===== config.mk =====
export PLATFORM = sky130hd
export DESIGN_NAME = io_port_bank
export DESIGN_NICKNAME = d
export VERILOG_FILES = /design/src/rtl/io_port_bank.sv
export SDC_FILE = /design/constraint.sdc
export NUM_CORES = 1
export LEC_CHECK = 0
export ABC_AREA = 1
export CAP_MARGIN = 10
export CORE_AREA = 2 2 130 94
export DETAILED_ROUTE_END_ITERATION = 7
export DIE_AREA = 0 0 132 96
export DONT_BUFFER_PORTS = 1
export SLEW_MARGIN = 20
export SYNTH_ARGS = -nofsm -noshare
export SYNTH_HDL_FRONTEND = slang
export SYNTH_SLANG_ARGS = --single-unit

===== constraint.sdc =====
create_clock -name clk -period 1.8 [get_ports clk]
set_input_delay 0.18 -clock clk [delete_from_list [all_inputs] [get_ports clk]]
set_output_delay 0.18 -clock clk [all_outputs]
set_load 0.01 [all_outputs]

===== src/rtl/io_port_bank.sv =====
// ============================================================================
// io_port_bank
// ----------------------------------------------------------------------------
// Purpose:
//   Bank of NUM_PORTS general-purpose I/O ports of WIDTH bits each, mapped
//   into the core's file-register address space beside the data RAM. Every
//   port owns a four-register block starting at BASE_ADDR + 4*p:
//     +0 PORT : write sets the output latch, read returns synchronised pins
//     +1 TRIS : per-bit direction, 1 = input (pin_oe = ~TRIS)
//     +2 IOCE : per-bit interrupt-on-change enable
//     +3 IOCF : per-bit sticky change flags; a write ANDs wdata into them
//   Pins pass through a two-flop synchroniser (S1, S2) and a history flop
//   (SP). Any enabled difference between S2 and SP sets the matching flag,
//   and irq is the OR of all flags in the bank.
//
// Ports:
//   clk      in   1                 single clock, rising edge
//   rst      in   1                 asynchronous reset, active low
//   addr     in   ADDR_W            register address
//   wr_en    in   1                 write strobe, one cycle per write
//   wdata    in   WIDTH             write data
//   rdata    out  WIDTH             combinational read data for addr
//   hit      out  1                 addr falls inside this bank's map
//   pin_in   in   NUM_PORTS*WIDTH   asynchronous pin levels, port p at [p*WIDTH +: WIDTH]
//   pin_out  out  NUM_PORTS*WIDTH   output latch values
//   pin_oe   out  NUM_PORTS*WIDTH   per-bit output enable (~TRIS)
//   irq      out  1                 OR of every IOCF bit
// ============================================================================
module io_port_bank #(
    parameter int unsigned NUM_PORTS = 2,
    parameter int unsigned WIDTH     = 8,
    parameter int unsigned ADDR_W    = 7,
    parameter int unsigned BASE_ADDR = 'h0C
) (
    input  logic                       clk,
    input  logic                       rst,
    input  logic [ADDR_W-1:0]          addr,
    input  logic                       wr_en,
    input  logic [WIDTH-1:0]           wdata,
    output logic [WIDTH-1:0]           rdata,
    output logic                       hit,
    input  logic [NUM_PORTS*WIDTH-1:0] pin_in,
    output logic [NUM_PORTS*WIDTH-1:0] pin_out,
    output logic [NUM_PORTS*WIDTH-1:0] pin_oe,
    output logic                       irq
);

    // ------------------------------------------------------------------------
    // Address map constants
    // ------------------------------------------------------------------------
    localparam int unsigned MAP_SIZE = 4 * NUM_PORTS;
    localparam int unsigned IDX_W    = ADDR_W - 1;

    localparam logic [ADDR_W:0] BASE_EXT = (ADDR_W + 1)'(BASE_ADDR);
    localparam logic [ADDR_W:0] SPAN_EXT = (ADDR_W + 1)'(MAP_SIZE);

    typedef enum logic [1:0] {
        REG_PORT = 2'd0,
        REG_TRIS = 2'd1,
        REG_IOCE = 2'd2,
        REG_IOCF = 2'd3
    } reg_offset_e;

    // ------------------------------------------------------------------------
    // Elaboration-time parameter checks
    // ------------------------------------------------------------------------
    if (NUM_PORTS < 1 || NUM_PORTS > 8) begin : g_bad_num_ports
        $error("io_port_bank: NUM_PORTS must be in 1..8");
    end

    if (ADDR_W < 3) begin : g_bad_addr_w
        $error("io_port_bank: ADDR_W must be at least 3");
    end

    if (BASE_ADDR + MAP_SIZE - 1 > (2 ** ADDR_W) - 1) begin : g_bad_map
        $error("io_port_bank: register map exceeds the address space");
    end

    // ------------------------------------------------------------------------
    // Per-port state
    // ------------------------------------------------------------------------
    logic [WIDTH-1:0] latQ  [NUM_PORTS];
    logic [WIDTH-1:0] latD  [NUM_PORTS];
    logic [WIDTH-1:0] trisQ [NUM_PORTS];
    logic [WIDTH-1:0] trisD [NUM_PORTS];
    logic [WIDTH-1:0] ioceQ [NUM_PORTS];
    logic [WIDTH-1:0] ioceD [NUM_PORTS];
    logic [WIDTH-1:0] iocfQ [NUM_PORTS];
    logic [WIDTH-1:0] iocfD [NUM_PORTS];
    logic [WIDTH-1:0] s1Q   [NUM_PORTS];
    logic [WIDTH-1:0] s2Q   [NUM_PORTS];
    logic [WIDTH-1:0] spQ   [NUM_PORTS];

    logic [WIDTH-1:0] chgEvent [NUM_PORTS];

    // ------------------------------------------------------------------------
    // Address decode
    // ------------------------------------------------------------------------
    logic [ADDR_W:0]    relAddr;
    logic [IDX_W-1:0]   portIdx;
    reg_offset_e        regSel;
    logic [NUM_PORTS-1:0] portSel;
    logic               irqAny;

    // The subtraction is one bit wider than addr so that addresses below the
    // base wrap to a large value and fail the span test instead of aliasing.
    assign relAddr = {1'b0, addr} - BASE_EXT;
    assign portIdx = relAddr[ADDR_W:2];
    assign regSel  = reg_offset_e'(relAddr[1:0]);
    assign hit     = ({1'b0, addr} >= BASE_EXT) && (relAddr < SPAN_EXT);

    // One-hot port select, qualified by hit so that out-of-map addresses
    // never select a port even when their upper bits happen to match.
    always_comb begin
        portSel = '0;
        for (int p = 0; p < int'(NUM_PORTS); p++) begin
            portSel[p] = hit && (portIdx == IDX_W'(p));
        end
    end

    // ------------------------------------------------------------------------
    // Read mux
    // ------------------------------------------------------------------------
    // PORT reads the synchronised pin level rather than the latch so firmware
    // sees what is actually on the pad, including pins driven externally.
    always_comb begin
        rdata = '0;
        for (int p = 0; p < int'(NUM_PORTS); p++) begin
            if (portSel[p]) begin
                case (regSel)
                    REG_PORT: rdata = s2Q[p];
                    REG_TRIS: rdata = trisQ[p];
                    REG_IOCE: rdata = ioceQ[p];
                    REG_IOCF: rdata = iocfQ[p];
                    default:  rdata = '0;
                endcase
            end
        end
    end

    // ------------------------------------------------------------------------
    // Change detection
    // ------------------------------------------------------------------------
    // Both rising and falling edges count; SP is S2 delayed by one clock, so
    // a single pin change produces a one-cycle event.
    always_comb begin
        for (int p = 0; p < int'(NUM_PORTS); p++) begin
            chgEvent[p] = (s2Q[p] ^ spQ[p]) & ioceQ[p];
        end
    end

    // ------------------------------------------------------------------------
    // Register next-state
    // ------------------------------------------------------------------------
    // The IOCF write term is applied first and the event term is ORed in
    // afterwards, so a clearing write that lands on the same edge as a new
    // change loses and the flag stays set.
    always_comb begin
        for (int p = 0; p < int'(NUM_PORTS); p++) begin
            latD[p]  = latQ[p];
            trisD[p] = trisQ[p];
            ioceD[p] = ioceQ[p];
            iocfD[p] = iocfQ[p];

            if (wr_en && portSel[p]) begin
                case (regSel)
                    REG_PORT: latD[p]  = wdata;
                    REG_TRIS: trisD[p] = wdata;
                    REG_IOCE: ioceD[p] = wdata;
                    REG_IOCF: iocfD[p] = iocfQ[p] & wdata;
                    default:  latD[p]  = latQ[p];
                endcase
            end

            iocfD[p] = iocfD[p] | chgEvent[p];
        end
    end

    // ------------------------------------------------------------------------
    // State registers and pin synchroniser
    // ------------------------------------------------------------------------
    // Reset leaves every pin as an input with interrupts disabled, so the
    // stale synchroniser contents after release cannot raise a flag.
    always_ff @(posedge clk or negedge rst) begin
        if (!rst) begin
            for (int p = 0; p < int'(NUM_PORTS); p++) begin
                latQ[p]  <= '0;
                trisQ[p] <= '1;
                ioceQ[p] <= '0;
                iocfQ[p] <= '0;
                s1Q[p]   <= '0;
                s2Q[p]   <= '0;
                spQ[p]   <= '0;
            end
        end else begin
            for (int p = 0; p < int'(NUM_PORTS); p++) begin
                latQ[p]  <= latD[p];
                trisQ[p] <= trisD[p];
                ioceQ[p] <= ioceD[p];
                iocfQ[p] <= iocfD[p];
                s1Q[p]   <= pin_in[p*WIDTH +: WIDTH];
                s2Q[p]   <= s1Q[p];
                spQ[p]   <= s2Q[p];
            end
        end
    end

    // ------------------------------------------------------------------------
    // Interrupt and pad outputs
    // ------------------------------------------------------------------------
    always_comb begin
        irqAny = 1'b0;
        for (int p = 0; p < int'(NUM_PORTS); p++) begin
            irqAny = irqAny | (|iocfQ[p]);
        end
    end

    assign irq = irqAny;

    // The latch drives pin_out unconditionally; the pad cell uses pin_oe to
    // decide whether it actually reaches the pin.
    for (genvar p = 0; p < int'(NUM_PORTS); p++) begin : g_pad
        assign pin_out[p*WIDTH +: WIDTH] = latQ[p];
        assign pin_oe[p*WIDTH +: WIDTH]  = ~trisQ[p];
    end

endmodule


==> flow_metrics.env, run 1 <==
export IMPL_syn_nets=598
export IMPL_clockBufferDepth=2
export IMPL_drc=0
export IMPL_routedLengthMet1_um=5698
export IMPL_dp_cells=725
export IMPL_root_buffer="clkbuf_16"
export IMPL_multi_input_area_sq_um=1911
export IMPL_rsz0062_at_grt="no"
export IMPL_cts_buffers=9
export IMPL_swShare_pct=26.12
export IMPL_postCtsSetupBuffers=0
export IMPL_endpoint_kind="output port"
export IMPL_cts_tree="yes"
export IMPL_p_clk_share_pct=35.6
export IMPL_total_leakage_power_uw=0.002821
export IMPL_path_class="flop to output port"
export IMPL_clk_pin_slew_worst_paths_ns=0.07
export IMPL_wl_per_cell_um=16.52
export IMPL_h_tree_depth=3
export IMPL_max_stage_delay_ns=0.54
export IMPL_timing_final_crit_period_ns=1.763
export IMPL_clock_latency_ns=0.35
export IMPL_hold_viol=112
export IMPL_grt_pass1_vias=3898
export IMPL_initial_utilization_pct=43.80
export IMPL_ys_ff_latch=112
export IMPL_startpoint_type="flop"
export IMPL_layout_cells_non_filler=765
export IMPL_antenna_found_initial=0
export IMPL_setup_viol=0
export IMPL_grt_pass1_wl_um=20580
export IMPL_grt_max_degree=113
export IMPL_yosys_cell_types_count=25
export IMPL_io_buffers=0
export IMPL_maxCapViolations=0
export IMPL_crit_required_ns=1.62
export IMPL_highest_layer="met4"
export IMPL_worstMarginPinSlew_ns=0.6263
export IMPL_fin_skew_ns=0.004586
export IMPL_antenna_cells=0
export IMPL_routed_wl_um=12640
export IMPL_viasPerCell=5.247
export IMPL_fin_crit_sh_pct=97.96
export IMPL_hold_path_class="input port to async pin"
export IMPL_cts_sinks=112
export IMPL_syn_avg_cell_area_sq_um=8.930
export IMPL_fmax_mhz=567.1
export IMPL_failed_checks="hold timing"
export IMPL_yosys_warnings=0
export IMPL_slew_headroom_pct=58.14
export IMPL_fp_dieH_um=96
export IMPL_grtUsageTotal_pct=21.13
export IMPL_timing_final_max_slew_violations=0
export IMPL_final_net_count=640
export IMPL_overflow=0
export IMPL_synthCells=561
export IMPL_ir_worst_vdd_uv=530.3
export IMPL_syn_cell_area_sq_um=5010
export IMPL_power_internal_uw=4161
export IMPL_ios=76
export IMPL_drt_iter0_drc=366
export IMPL_ant_nets=0
export IMPL_crit_buf_inv=0
export IMPL_num_vias=4014
export IMPL_regArea_sq_um=2823
export IMPL_drive_above_1_share_pct=15.63
export IMPL_seq_area_frac_synth_pct=56.34
export IMPL_firstDrtPassIters=4
export IMPL_hpwl_um=8460
export IMPL_p_seq_share_pct=52.7
export IMPL_final_cell_area_sq_um=5923
export IMPL_place_congestion=0.8267
export IMPL_route_met2_wl_um=6047
export IMPL_path_delay_family="simple AND/OR/NAND/NOR gates"
export IMPL_ctsHoldBuffers=24
export IMPL_rows=33
export IMPL_status="complete, but fails checks"
export IMPL_powerDensity_nw_per_um2=950.9
export IMPL_holdWs_ns=-0.4791
export IMPL_path_cells="nor4_1 > nand4_1"
export IMPL_core_area_sq_um=11440
export IMPL_reg2reg_from="s2Q[2]"
export IMPL_p_comb_share_pct=11.7
export IMPL_cp_slowest_cell="nor4_1"
export IMPL_critPathArrivalTime_ns=1.58
export IMPL_die_width_um=132
export IMPL_placed_cell_area_sq_um=5349
export IMPL_wl_met3_um=827
export IMPL_fillCellCount=1047
export IMPL_p_sw_uw=1471
export IMPL_critPathLaunch="iocfQ[8]"
export IMPL_syn2layout_area_growth_pct=18.23
export IMPL_die_area_sq_um=12670
export IMPL_crit_fanout=3
metrics by stage:
step	total power, uW	setup WS (ns)	utilization (%)	setup TNS, ns
floorplan	3427	0.1364	-	0
global placement	3573	-0.02645	46.77	-0.03743
detailed placement	3595	-0.007292	46.77	-0.007292
CTS	5676	0.01876	51.48	0
global route	5922	0.01609	51.79	0
finish	5633	0.03667	51.79	0
path summary, 6_finish.rpt:
| kind | end | slack, ns | cells after the start |
|---|---|---|---|
| max | irq | 0.04 | 2 |
| min | s2Q[7] | -0.48 | 0 |
| max reg2reg | iocfQ[2] | 0.80 | 3 |
| min reg2reg | s2Q[14] | 0.35 | 0 |
| max in group asynchronous | trisQ[5] | 1.99 | 0 |
| min in group clk | iocfQ[1] | 0.09 | 4 |
final cells by class:
class / instances / area share, %
clock buffer: 11 / 4.098
clock inverter: 5 / 0.9083
inverter: 54 / 3.422
multi-input combinational: 377 / 32.26
sequential: 112 / 47.66
tap: 157 / 3.316
timing repair buffer: 49 / 8.344
registers in the layout (all words and copies together), names as in the netlist:
signal and flops:
pin_out 16, s2Q 16, trisQ 16, iocfQ 16
spQ 16, ioceQ 16, s1Q 16
cells by family after synthesis:
family / Yosys count / share of synthesized area [%]
AND/OR/NAND/NOR: 325 / 30.77
flip-flops: 112 / 56.34
AO/OA/AOI/OAI: 49 / 5.944
adder cells (fa/ha/maj): 3 / 0.7493
buffers and inverters: 72 / 6.194
cell usage after synthesis:
cell | instances | area [sq um]
o211ai_1 | 8 | 60.06
nand4_4 | 7 | 148.9
clkbuf_1 | 2 | 7.510
inv_1 | 53 | 198.9
nor2_1 | 5 | 18.77
buf_2 | 8 | 40.04
o21ai_0 | 4 | 20.02
nor4_1 | 4 | 25.02
o31ai_1 | 1 | 7.510
nor2_2 | 5 | 31.28
nand4_1 | 4 | 25.02
or2_2 | 16 | 100.1
o2111ai_1 | 8 | 70.07
nand2_2 | 1 | 6.260
nand3_2 | 1 | 10.01
dfstp_2 | 16 | 420.4
dfrtp_1 | 96 | 2402
o21ai_1 | 5 | 25.02
a21oi_1 | 23 | 115.1
ha_1 | 3 | 37.54
nand2_1 | 198 | 743.2
nand3_1 | 82 | 410.4
nor2_4 | 2 | 22.52
inv_2 | 1 | 3.750
buf_4 | 8 | 60.06
layout by cell type (no fill, tap or decap), types with 2 or more instances in the layout:
cell type,instances
clkbuf_16,9
inv_1,53
nand2_1,197
buf_4,19
nor2_1,4
nor2_2,5
nand2_2,2
a21oi_1,23
nor2_4,3
nor4_1,4
o21ai_2,3
or2_2,16
clkinv_2,3
nand4_1,4
buf_12,5
dfstp_2,16
nand4_4,7
ha_1,2
o211ai_1,8
dlygate4sd3_1,24
o21ai_1,5
dfrtp_1,96
nand3_1,82
o2111ai_1,8
repair_timing:
item                       4_1_cts  5_1_grt
setup endpoints to repair        3        8
hold endpoints to repair       176      112
gates resized for setup          4        7
pin swaps                        0        2
per-layer routing:
metal	vias to the layer above	GRT usage (%)
met1	1981	28.64
met5	-	0
met4	0	4.891
met3	6	5.108
met2	116	34.81
li1	1911	-
power groups by stage:
stage | clock (uW) | combinational [uW] | sequential [uW]
floorplan | 0 | 473 | 2950
global placement | 0 | 570 | 3000
detailed placement | 0 | 583 | 3010
CTS | 2060 | 652 | 2970
global route | 2160 | 759 | 3000
finish | 2010 | 659 | 2970
(Power assumes the default switching activity.)
==> run 2, diff against run 1 <==
--- a/config.mk
+++ b/config.mk
@@ -8,6 +8,7 @@
 export ABC_AREA = 1
 export CAP_MARGIN = 10
 export CORE_AREA = 2 2 130 94
+export CTS_BUF_LIST = sky130_fd_sc_hd__clkbuf_8
 export DETAILED_ROUTE_END_ITERATION = 7
 export DIE_AREA = 0 0 132 96
 export DONT_BUFFER_PORTS = 1
==> run 2 against run 1 <==
The run still ends with hold timing left. Via count rose by 1.4%. Flip-flop and latch count did not move. Die area did not move. Register-to-register slack barely moved. Critical endpoint is now rdata[2]. Highest routed layer unchanged.
==> flow_metrics.env, run 2 (synthesized netlist as in run 1, its figures left out) <==
export IMPL_status="complete, but fails checks"
export IMPL_failed_checks="hold timing"
export IMPL_io_buffers=0
export IMPL_fin_skew_ns=0.01263
export IMPL_layout_cells_non_filler=765
export IMPL_placed_cell_area_sq_um=5349
export IMPL_h_tree_depth=3
export IMPL_viasPerCell=5.320
export IMPL_worstMarginPinSlew_ns=0.6225
export IMPL_clockBufferDepth=2
export IMPL_root_buffer="clkbuf_8"
export IMPL_die_width_um=132
export IMPL_cts_sinks=112
export IMPL_regArea_sq_um=2823
export IMPL_crit_fanout=3
export IMPL_rows=33
export IMPL_fmax_mhz=597.8
export IMPL_fin_setup_tns_ns=0
export IMPL_timing_final_max_slew_violations=0
export IMPL_multi_input_area_sq_um=1917
export IMPL_crit_required_ns=1.62
export IMPL_core_area_sq_um=11440
export IMPL_setup_viol=0
export IMPL_grt_max_degree=113
export IMPL_maxCapViolations=0
export IMPL_cts_tree="yes"
export IMPL_firstDrtPassIters=5
export IMPL_fillCellCount=1065
export IMPL_timing_final_crit_period_ns=1.673
export IMPL_clk_pin_slew_worst_paths_ns=0.11
export IMPL_postCtsSetupBuffers=0
export IMPL_dp_cells=725
export IMPL_num_vias=4070
export IMPL_slew_headroom_pct=58.40
export IMPL_ir_worst_vdd_uv=484.2
export IMPL_rr_worst_depth=3
export IMPL_ant_nets=0
export IMPL_fin_crit_sh_pct=92.93
export IMPL_routed_wl_um=12660
export IMPL_drc=0
export IMPL_grtUsageTotal_pct=21.06
export IMPL_overflow=0
export IMPL_final_cell_area_sq_um=5828
export IMPL_p_total_uw=5145
export IMPL_hold_path_class="input port to async pin"
export IMPL_final_net_count=640
export IMPL_endpoint_kind="output port"
export IMPL_grt_pass1_wl_um=20480
export IMPL_place_congestion=0.8267
export IMPL_path_class="flop to output port"
export IMPL_grt_pass1_vias=3896
export IMPL_finish_utilization_pct=50.96
export IMPL_antenna_found_initial=0
export IMPL_powerDensity_nw_per_um2=882.8
export IMPL_total_leakage_power_uw=0.002779
export IMPL_final_common_cell="nand2_1"
export IMPL_wl_per_cell_um=16.55
export IMPL_ctsHoldBuffers=24
export IMPL_antenna_cells=0
export IMPL_holdWs_ns=-0.5185
export IMPL_hpwl_um=8460
export IMPL_final_cell_mix="197 x nand2_1, 96 x dfrtp_1, 82 x nand3_1"
export IMPL_drt_iter0_drc=327
export IMPL_rsz0062_at_grt="no"
export IMPL_initial_utilization_pct=43.80
export IMPL_fp_dieH_um=96
export IMPL_critPathArrivalTime_ns=1.49
export IMPL_clock_latency_ns=0.38
export IMPL_reg2reg_from="s2Q[4]"
export IMPL_cts_buffers=9
export IMPL_startpoint_type="flop"
export IMPL_ios=76
export IMPL_hold_viol=112
export IMPL_r2r_end="iocfQ[4]"
export IMPL_die_area_sq_um=12670
export IMPL_drive_above_1_share_pct=15.79
export IMPL_rrSetupSlack_ns=0.79
export IMPL_syn2layout_area_growth_pct=16.33
[run 2: cell types whose count changed in the layout (fill, tap and decap cells not counted)]
| cell | delta |
|---|---|
| clkbuf_1 | -1 |
| nor4_2 | +1 |
| inv_1 | +1 |
| nor4_1 | -1 |
| clkbuf_16 | -9 |
| clkbuf_8 | +9 |
[run 2: metal layers]
metal,global-route usage [%],routed length [um],share of wire (%)
met4,4.891,116,0.92
met1,28.25,5795,46
met3,5.161,779,6.2
met5,0,0,0
met2,35.03,5973,47
[run 2: per-stage QoR]
stage / hold WS (ns) / setup slack, ns
after floorplan: -0.1156 / 0.1364
after global placement: -0.1124 / -0.02645
after detailed placement: -0.1123 / -0.007292
after CTS: -0.5358 / 0.002260
after global routing: -0.5412 / 0.004088
final: -0.5185 / 0.1273
[run 2: how the worst max path moves through the flow]
stage | to | slack, ns | startpoint
3_5_place_dp | rdata[2] | -0.007 | addr[2]
4_1_cts | irq | 0.002 | iocfQ[8]
6_report | rdata[2] | 0.13 | trisQ[2]
5_1_grt | rdata[3] | 0.004 | trisQ[3]
3_3_place_gp | rdata[4] | -0.03 | addr[2]
2_1_floorplan | rdata[0] | 0.14 | addr[2]
[run 2: final cells by class]
cell class              count  share of cell area (%)
clock buffers              10                   2.362
clock inverters             6                  0.9875
inverters                  54                   3.478
multi-input cells         377                   32.89
flip-flops and latches    112                   48.43
well taps                 157                   3.371
repair buffers             49                   8.480
[run 2: worst max-delay path, stage by stage, from the launching register on]
cell,delay (ns)
dfstp_2,0.59
nand2_1,0.07
o211ai_1,0.09
a21oi_1,0.08
o21ai_2,0.14
buf_4,0.14
[run 2: power by group]
group          internal, uW  switching [uW]
Combinational           274             386
Sequential             2770             200
Clock                   676             840
[run 2: repair_timing]
item                       4_1_cts  5_1_grt
setup endpoints to repair        3        9
hold endpoints to repair       176      112
pin swaps                        0        2
resized for setup                4        8
==> run 3, diff against run 2 <==
--- a/config.mk
+++ b/config.mk
@@ -12,6 +12,7 @@
 export DETAILED_ROUTE_END_ITERATION = 7
 export DIE_AREA = 0 0 132 96
 export DONT_BUFFER_PORTS = 1
+export PLACE_DENSITY = 0.67
 export SLEW_MARGIN = 20
 export SYNTH_ARGS = -nofsm -noshare
 export SYNTH_HDL_FRONTEND = slang
==> run 3 against run 2 <==
The run still ends with hold timing left. Global-route usage about the same. Register-to-register slack about the same. Maximum frequency decreased by 0.98%. Clock power is 5% lower. Die area unchanged. Wire length is 0.67% higher. Combinational power about the same. Cell count is 0.52% lower. Highest routed layer unchanged. First-iteration DRC count is 6.4% lower. Clock skew shrank 0.0014 ns. Sequential power is essentially flat.
==> flow_metrics.env, run 3 (synthesized netlist as in run 1, its figures left out) <==
export IMPL_p_clk_share_pct=28.6
export IMPL_root_buffer="clkbuf_8"
export IMPL_p_seq_share_pct=58.4
export IMPL_drive_above_1_share_pct=14.90
export IMPL_num_vias=4058
export IMPL_hpwl_um=8635
export IMPL_worstMarginPinSlew_ns=0.3984
export IMPL_fin_setup_tns_ns=0
export IMPL_clock_latency_ns=0.38
export IMPL_die_width_um=132
export IMPL_wl_per_cell_um=16.75
export IMPL_cts_buffers=9
export IMPL_powerDensity_nw_per_um2=880.4
export IMPL_grt_pass1_wl_um=20470
export IMPL_place_congestion=0.8958
export IMPL_timing_final_crit_period_ns=1.689
export IMPL_failed_checks="hold timing"
export IMPL_total_leakage_power_uw=0.002749
export IMPL_grt_pass1_vias=3968
export IMPL_crit_fanout=3
export IMPL_fp_dieH_um=96
export IMPL_syn2layout_area_growth_pct=15.36
export IMPL_io_buffers=0
export IMPL_final_net_count=637
export IMPL_swShare_pct=27.76
export IMPL_holdWs_ns=-0.5125
export IMPL_finish_utilization_pct=50.53
export IMPL_crit_required_ns=1.62
export IMPL_core_area_sq_um=11440
export IMPL_p_comb_share_pct=13.0
export IMPL_hold_viol=112
export IMPL_antenna_found_initial=0
export IMPL_h_tree_depth=3
export IMPL_fin_crit_sh_pct=93.85
export IMPL_final_common_cell="nand2_1"
export IMPL_timing_final_max_slew_violations=0
export IMPL_clk_pin_slew_worst_paths_ns=0.10
export IMPL_maxCapViolations=0
export IMPL_route_met2_wl_um=5835
export IMPL_p_total_uw=5088
export IMPL_path_class="flop to output port"
export IMPL_fin_skew_ns=0.01122
export IMPL_clockBufferDepth=2
export IMPL_setup_viol=0
export IMPL_wl_met3_um=772
export IMPL_ctsHoldBuffers=24
export IMPL_startpoint_type="flop"
export IMPL_rows=33
export IMPL_viasPerCell=5.332
export IMPL_max_stage_delay_ns=0.56
export IMPL_layout_cells_non_filler=761
export IMPL_ios=76
export IMPL_drt_iter0_drc=306
export IMPL_dp_cells=721
export IMPL_fillCellCount=1077
export IMPL_routedLengthMet1_um=5834
export IMPL_p_sw_uw=1413
export IMPL_cts_sinks=112
export IMPL_path_cells="nand2_1 > o211ai_1 > a21oi_1 > o21ai_1"
export IMPL_firstDrtPassIters=5
export IMPL_routed_wl_um=12750
export IMPL_grt_max_degree=113
export IMPL_status="complete, but fails checks"
export IMPL_grtUsageTotal_pct=21.03
export IMPL_antenna_cells=0
export IMPL_critPathArrivalTime_ns=1.51
export IMPL_slew_headroom_pct=73.26
export IMPL_final_cell_mix="198 x nand2_1, 96 x dfrtp_1, 82 x nand3_1"
export IMPL_cp_slowest_cell="dfstp_2"
export IMPL_endpoint_kind="output port"
export IMPL_power_internal_uw=3675
export IMPL_initial_utilization_pct=43.80
export IMPL_ant_nets=0
export IMPL_hold_path_class="input port to async pin"
export IMPL_ir_worst_vdd_uv=502.3
export IMPL_overflow=0
export IMPL_highest_layer="met4"
export IMPL_drc=0
export IMPL_rsz0062_at_grt="no"
export IMPL_die_area_sq_um=12670
export IMPL_fmax_mhz=592.0
export IMPL_cts_tree="yes"
run 3: final cells by class:
type,instances,area [sq um],share of cell area [%]
clock inverter,6,60.06,1.039
sequential,112,2823,48.84
clock buffer,9,123.9,2.143
inverter,54,202.7,3.507
multi-input combinational,377,1906,32.97
tap,157,196.4,3.399
timing repair buffer,46,467.9,8.097
run 3: critical path, delay by kind of cell, from the launching register on:
kind	cells	cell delay, ns
compound gates	3	0.52
flops	1	0.56
simple gates	1	0.06
run 3: power by group through the flow:
stage	Clock (uW)	Combinational [uW]	Sequential (uW)
CTS	1520	652	2970
global placement	0	567	3000
finish	1450	663	2970
floorplan	0	473	2950
global route	1590	748	3000
detailed placement	0	586	3010
run 3: routing by layer:
| layer | vias up | global-route usage, % |
|---|---|---|
| li1 | 1900 | - |
| met1 | 1997 | 27.99 |
| met2 | 137 | 33.98 |
| met3 | 24 | 5.319 |
| met4 | 0 | 7.246 |
| met5 | - | 0 |
run 3: path summary, 6_finish.rpt:
kind	slack, ns	start	endpoint	cells after the start
min	-0.51	rst	s2Q[15]	0
min reg2reg	0.35	s1Q[11]	s2Q[11]	0
min in group clk	0.07	wdata[0]	iocfQ[8]	4
max reg2reg	0.79	s2Q[2]	iocfQ[2]	3
max in group asynchronous	2.07	rst	trisQ[2]	0
max	0.11	trisQ[3]	rdata[3]	4
run 3: timing repair:
action | in CTS | in global routing
gates resized for setup | 3 | 5
endpoints found under the hold margin | 176 | 112
setup endpoints to repair | 3 | 6
setup buffers | 0 | 1
pin swaps | 0 | 2
run 3: through the flow:
| step | worst slack [ns] | cell area [sq um] |
|---|---|---|
| after floorplan | 0.1364 | 5010 |
| after global placement | -0.009049 | 5319 |
| after detailed placement | -0.02868 | 5319 |
| after CTS | 0.02239 | 5749 |
| after global routing | 0.007246 | 5779 |
| final | 0.1107 | 5779 |
